$ cat config.mk
export PLATFORM = sky130hd
export DESIGN_NAME = pcs_tx_scrambler_flat
export DESIGN_NICKNAME = d
export VERILOG_FILES = /design/src/rtl/pcs_tx_scrambler_if.sv /design/src/rtl/pcs_tx_scrambler.sv /design/src/flat_wrapper.sv
export SDC_FILE = /design/constraint.sdc
export NUM_CORES = 1
export LEC_CHECK = 0
export ABC_AREA = 1
export CORE_ASPECT_RATIO = 1.1
export CORE_MARGIN = 3
export CORE_UTILIZATION = 53
export DETAILED_ROUTE_END_ITERATION = 8
export GPL_TIMING_DRIVEN = 0
export HOLD_SLACK_MARGIN = 0.05
export PLACE_DENSITY = 0.85
export REMOVE_ABC_BUFFERS = 1
export SLEW_MARGIN = 20
export SYNTH_ARGS = -nofsm -noshare
export SYNTH_HDL_FRONTEND = slang
export SYNTH_SLANG_ARGS = --single-unit
$ cat constraint.sdc
create_clock -name i_clk -period 1 [get_ports i_clk]
set_input_delay 0.2 -clock i_clk [delete_from_list [all_inputs] [get_ports i_clk]]
set_output_delay 0.2 -clock i_clk [all_outputs]
set_load 0.02 [all_outputs]
$ cat src/rtl/pcs_tx_scrambler_if.sv
// Encoder-side and gearbox-side signal bundle for the 10GBASE-R TX scrambler.
// The master modport drives words in and receives results; the slave modport is the scrambler.
interface pcs_tx_scrambler_if #(
  parameter int DATA_WIDTH = 32,
  parameter int HDR_WIDTH  = 2
);
  logic [DATA_WIDTH-1:0] i_encoded_data;
  logic [HDR_WIDTH-1:0]  i_sync_hdr;
  logic                  i_valid;
  logic                  i_hdr_valid;
  logic                  i_pause;
  logic [DATA_WIDTH-1:0] o_scrambled_data;
  logic [HDR_WIDTH-1:0]  o_sync_hdr;
  logic                  o_valid;
  logic                  o_hdr_valid;
  logic                  o_seq_err;

  modport master (
    output i_encoded_data, i_sync_hdr, i_valid, i_hdr_valid, i_pause,
    input  o_scrambled_data, o_sync_hdr, o_valid, o_hdr_valid, o_seq_err
  );

  modport slave (
    input  i_encoded_data, i_sync_hdr, i_valid, i_hdr_valid, i_pause,
    output o_scrambled_data, o_sync_hdr, o_valid, o_hdr_valid, o_seq_err
  );
endinterface

$ cat src/rtl/pcs_tx_scrambler.sv
// 10GBASE-R TX self-synchronous scrambler, G(x) = 1 + x^39 + x^58, with block framing check.
// Optional macro PCS_SCRAMBLER_BYPASS_EN adds i_scr_bypass to forward payload unscrambled.
module pcs_tx_scrambler #(
  parameter int          DATA_WIDTH = 32,
  parameter int          HDR_WIDTH  = 2,
  parameter logic [57:0] SCR_SEED   = 58'h3FF_FFFF_FFFF_FFFF
) (
  input  logic                 i_clk,
  input  logic                 i_reset_n,
`ifdef PCS_SCRAMBLER_BYPASS_EN
  input  logic                 i_scr_bypass,
`endif
  pcs_tx_scrambler_if.slave    bus
);

  logic [57:0]           scr_state_q, scr_state_d;
  logic                  expect_second_q, expect_second_d;
  logic [DATA_WIDTH-1:0] data_q, data_d;
  logic [HDR_WIDTH-1:0]  hdr_q, hdr_d;
  logic                  valid_q, valid_d;
  logic                  hdr_valid_q, hdr_valid_d;
  logic                  seq_err_q, seq_err_d;

  logic [57:0]           hist;
  logic [DATA_WIDTH-1:0] scr_word;
  logic [DATA_WIDTH-1:0] out_word;
  logic                  hdr_bad;
  logic                  framing_err;

  // hist[0] is the most recent y bit, so y[n-39] sits at hist[38] and y[n-58] at hist[57].
  always_comb begin
    hist     = scr_state_q;
    scr_word = '0;
    for (int i = 0; i < DATA_WIDTH; i++) begin
      scr_word[i] = bus.i_encoded_data[i] ^ hist[38] ^ hist[57];
      hist        = {hist[56:0], scr_word[i]};
    end
  end

  always_comb begin
`ifdef PCS_SCRAMBLER_BYPASS_EN
    out_word = i_scr_bypass ? bus.i_encoded_data : scr_word;
`else
    out_word = scr_word;
`endif
    hdr_bad     = bus.i_hdr_valid &&
                  ((bus.i_sync_hdr == {HDR_WIDTH{1'b0}}) || (bus.i_sync_hdr == {HDR_WIDTH{1'b1}}));
    framing_err = (bus.i_hdr_valid == expect_second_q);
  end

  always_comb begin
    scr_state_d     = scr_state_q;
    expect_second_d = expect_second_q;
    data_d          = data_q;
    hdr_d           = hdr_q;
    valid_d         = valid_q;
    hdr_valid_d     = hdr_valid_q;
    seq_err_d       = seq_err_q;
    // Pause freezes everything, including a pending error pulse, until the gearbox catches up.
    if (!bus.i_pause) begin
      if (bus.i_valid) begin
        scr_state_d     = hist;
        expect_second_d = bus.i_hdr_valid;
        data_d          = out_word;
        valid_d         = 1'b1;
        hdr_valid_d     = bus.i_hdr_valid;
        seq_err_d       = framing_err || hdr_bad;
        if (bus.i_hdr_valid) begin
          hdr_d = bus.i_sync_hdr;
        end
      end else begin
        valid_d     = 1'b0;
        hdr_valid_d = 1'b0;
        seq_err_d   = 1'b0;
      end
    end
  end

  always_ff @(posedge i_clk) begin
    if (!i_reset_n) begin
      scr_state_q     <= SCR_SEED;
      expect_second_q <= 1'b0;
      data_q          <= '0;
      hdr_q           <= '0;
      valid_q         <= 1'b0;
      hdr_valid_q     <= 1'b0;
      seq_err_q       <= 1'b0;
    end else begin
      scr_state_q     <= scr_state_d;
      expect_second_q <= expect_second_d;
      data_q          <= data_d;
      hdr_q           <= hdr_d;
      valid_q         <= valid_d;
      hdr_valid_q     <= hdr_valid_d;
      seq_err_q       <= seq_err_d;
    end
  end

  assign bus.o_scrambled_data = data_q;
  assign bus.o_sync_hdr       = hdr_q;
  assign bus.o_valid          = valid_q;
  assign bus.o_hdr_valid      = hdr_valid_q;
  assign bus.o_seq_err        = seq_err_q;

endmodule

$ cat src/flat_wrapper.sv
// flat-port wrapper written by rule: the top's interface ports become plain ports
module pcs_tx_scrambler_flat 
#(
  parameter int          DATA_WIDTH = 32,
  parameter int          HDR_WIDTH  = 2,
  parameter logic [57:0] SCR_SEED   = 58'h3FF_FFFF_FFFF_FFFF
)
  (i_clk, i_reset_n, bus_i_encoded_data, bus_i_sync_hdr, bus_i_valid, bus_i_hdr_valid, bus_i_pause, bus_o_scrambled_data, bus_o_sync_hdr, bus_o_valid, bus_o_hdr_valid, bus_o_seq_err);
  pcs_tx_scrambler_if #(.DATA_WIDTH(DATA_WIDTH), .HDR_WIDTH(HDR_WIDTH)) bus_i ();
  input  logic i_clk;
  input  logic i_reset_n;
  input wire logic [$bits(bus_i.i_encoded_data)-1:0] bus_i_encoded_data;
  input wire logic [$bits(bus_i.i_sync_hdr)-1:0] bus_i_sync_hdr;
  input wire logic [$bits(bus_i.i_valid)-1:0] bus_i_valid;
  input wire logic [$bits(bus_i.i_hdr_valid)-1:0] bus_i_hdr_valid;
  input wire logic [$bits(bus_i.i_pause)-1:0] bus_i_pause;
  output wire logic [$bits(bus_i.o_scrambled_data)-1:0] bus_o_scrambled_data;
  output wire logic [$bits(bus_i.o_sync_hdr)-1:0] bus_o_sync_hdr;
  output wire logic [$bits(bus_i.o_valid)-1:0] bus_o_valid;
  output wire logic [$bits(bus_i.o_hdr_valid)-1:0] bus_o_hdr_valid;
  output wire logic [$bits(bus_i.o_seq_err)-1:0] bus_o_seq_err;
  assign bus_i.i_encoded_data = bus_i_encoded_data;
  assign bus_i.i_sync_hdr = bus_i_sync_hdr;
  assign bus_i.i_valid = bus_i_valid;
  assign bus_i.i_hdr_valid = bus_i_hdr_valid;
  assign bus_i.i_pause = bus_i_pause;
  assign bus_o_scrambled_data = bus_i.o_scrambled_data;
  assign bus_o_sync_hdr = bus_i.o_sync_hdr;
  assign bus_o_valid = bus_i.o_valid;
  assign bus_o_hdr_valid = bus_i.o_hdr_valid;
  assign bus_o_seq_err = bus_i.o_seq_err;
  pcs_tx_scrambler #(.DATA_WIDTH(DATA_WIDTH), .HDR_WIDTH(HDR_WIDTH), .SCR_SEED(SCR_SEED)) u_core (.i_clk(i_clk), .i_reset_n(i_reset_n), .bus(bus_i));
endmodule
==> results.sh <==
export IMPL_core_area_sq_mm=0.00808
export IMPL_fp_row_count=34
export IMPL_grt_antenna_before_repair=0
export IMPL_io_buffer_count=75
export IMPL_r2r_start="u_core.scr_state_q[48]"
export IMPL_final_nets=771
export IMPL_min_period_ns=1.04
export IMPL_path_clk_slew_ns=0.10
export IMPL_drive_gt1_share_pct=28.8
export IMPL_setup_viol=37
export IMPL_grt_max_degree=40
export IMPL_vias_per_cell=5.46
export IMPL_wire_per_inst_um=14.9
export IMPL_yosys_area_top_type_share_pct=42.6
export IMPL_violations="setup timing"
export IMPL_initial_core_util_pct=55.8
export IMPL_path_buf_inv=1
export IMPL_critPathTopFamily="flip-flops"
export IMPL_ys_seq_elements=96
export IMPL_rsz0062_at_grt="yes"
export IMPL_hp_class="input port to flip-flop"
export IMPL_worst_path_max_delay_cell="dfxtp_2"
export IMPL_cp_startpoint="u_core.bus.o_scrambled_data[7]"
export IMPL_fp_dieW_um=94.0
export IMPL_fin_skew_ns=0.0117
export IMPL_timing_setup_tns_ns=-0.964
export IMPL_end_kind="primary output"
export IMPL_clock_path_buffers=2
export IMPL_grt_ovfl_total=0
export IMPL_route_vias_total=4611
export IMPL_grt_use_total_pct=25.6
export IMPL_outcome="finished with violations"
export IMPL_relSlewSlack_pct=73.6
export IMPL_timing_final_ws_setup_ns=-0.0429
export IMPL_pwr_density_cell_mw_per_mm2=1440
export IMPL_critPathMaxStageDelay_ns=0.36
export IMPL_clkSinkCount=96
export IMPL_clock_latency_ns=0.37
export IMPL_cp_required_ns=0.80
export IMPL_cp_data_arrival_time_ns=0.84
export IMPL_synth_warnings=0
export IMPL_finalCritPeriodShare_pct=104
export IMPL_ant_nets=0
export IMPL_wirelength_mm=12.6
export IMPL_start_kind="flip-flop"
export IMPL_drc_errors=0
export IMPL_yosys_area_top_type="dfxtp_1"
export IMPL_critPathKind="flip-flop to primary output"
export IMPL_min_from="i_reset_n"
export IMPL_vdd_drop_max_mv=0.918
export IMPL_syn_to_final_growth_pct=34.5
export IMPL_ys_types=19
export IMPL_power_total_mw=8.74
export IMPL_cts_htree_levels=3
export IMPL_ys_top_cells_by_area="dfxtp_1, nand2_1, nand3_1, inv_1, a21oi_1"
export IMPL_p_leak_nw=2.88
export IMPL_max_cap_violations=0
export IMPL_netlist_area_sq_mm=0.00451
export IMPL_report_final_slew_viol_count=0
export IMPL_die_h_um=103
export IMPL_syn_inst=625
export IMPL_worst_slew_pin_slew_ns=0.397
export IMPL_finalHoldViolCount=0
export IMPL_crit_fanout=2
export IMPL_max_freq_ghz=0.959
export IMPL_gp_congestion=0.771
export IMPL_grt_pass1_wl_mm=19.7
export IMPL_grt_pass1_vias=4342
export IMPL_cts_made_buffers=9
export IMPL_die_area_sq_mm=0.00966
export IMPL_final_area_sq_mm=0.00607
export IMPL_drtIter0Drc=231
export IMPL_hpwl_mm=7.05
export IMPL_num_io_pins=76
export IMPL_first_pass_iters=5
export IMPL_root_buffer="clkbuf_8"
export IMPL_seq_area_frac_synth_pct=42.6
export IMPL_path_cells="buf_6"
export IMPL_antennaDiodeCount=0
export IMPL_syn_avg_cell_area_sq_um=7.22
export IMPL_cts_tree="yes"
export IMPL_hold_buffers=0
export IMPL_placed_area_sq_mm=0.00524
## layout make-up
cell class / count / area [sq um]
Clock buffer: 10 / 138
Fill cell: 598 / 2010
Tap cell: 108 / 135
Timing Repair Buffer: 113 / 1120
Clock inverter: 6 / 67.6
Inverter: 79 / 318
Multi-Input combinational cell: 429 / 2260
Sequential cell: 96 / 1980
Timing Repair inverter: 4 / 57.6
## layer usage
layer / routed length, um / track usage (%) / up-vias
met4: 366 / 12.4 / 0
met3: 829 / 3.50 / 32
met2: 6460 / 44.9 / 189
li1: - / - / 2235
met5: 0 / 0 / -
met1: 4940 / 30.9 / 2155
## per-stage QoR
stage | hold WS [ns] | utilization (%) | setup slack (ns) | std cells
3_3_place_gp | 0.447 | 64.5 | -2.86 | 782
3_5_place_dp | 0.454 | 64.8 | -1.72 | 783
6_report | 0.147 | 75.1 | -0.0429 | 845
4_1_cts | 0.143 | 72.8 | -0.0456 | 830
5_1_grt | 0.159 | 75.1 | -0.0643 | 845
2_1_floorplan | 0.276 | - | -0.865 | 599
## cell families after synthesis
logic type	after synthesis	share of synthesized area, %
AO/OA/AOI/OAI	99	15.2
buffers and inverters	105	10.6
flip-flops	96	42.6
AND/OR/NAND/NOR	325	31.6
## timing repair
action,CTS,global route
pin swaps,1,0
setup buffers,23,14
setup endpoints to repair,133,60
resized for setup,284,21
gates cloned,8,1
## power by group
part           switching [mW]  internal, mW
clock network            1.43          1.23
logic                   0.973         0.790
registers               0.219          4.10
total                    2.62          6.12
## worst paths after layout
check | end | slack, ns | cells past startpoint
hold / removal | u_core.scr_state_q[55] | 0.15 | 2
setup reg to reg | u_core.bus.o_scrambled_data[9] | 0 | 5
hold reg to reg | u_core.bus.o_seq_err | 0.47 | 2
setup / recovery | bus_o_scrambled_data[7] | -0.04 | 1
## layout by cell type, fill, tap and decap left out, types with 3 or more instances in the layout
master and instances:
nand2_1 205, nand2_2 20, nand3b_1 11, buf_12 3, nand2_8 5, a21oi_1 44, nand3_2 3, o211ai_2 10
a21oi_2 27, inv_1 74, dfxtp_2 43, dfxtp_1 53, clkdlybuf4s50_1 35, clkbuf_8 10, o211ai_1 16, nand3_1 83
buf_6 38, buf_4 36
## sequential cells by signal, summed over array words and instances, names as in the netlist
name and cells:
u_core.bus.o_scrambled_data 32, u_core.bus.o_valid 1, u_core.bus.o_sync_hdr 2, u_core.scr_state_q 58, u_core.bus.o_hdr_valid 1, u_core.bus.o_seq_err 1, u_core.expect_second_q 1
## synth_stat cells
cell type and instances:
nand2_1 205, dfxtp_1 96, nand3_1 86, inv_1 77, a21oi_1 51, a21oi_2 20
nand2_2 20, o211ai_1 16, nand3b_1 11, o211ai_2 10, buf_2 8, buf_6 7
buf_4 6, buf_1 3, clkbuf_1 2, inv_2 2, nor2_1 2, o21ai_0 2
nand2_4 1
Power figures use the tool's default switching activity.
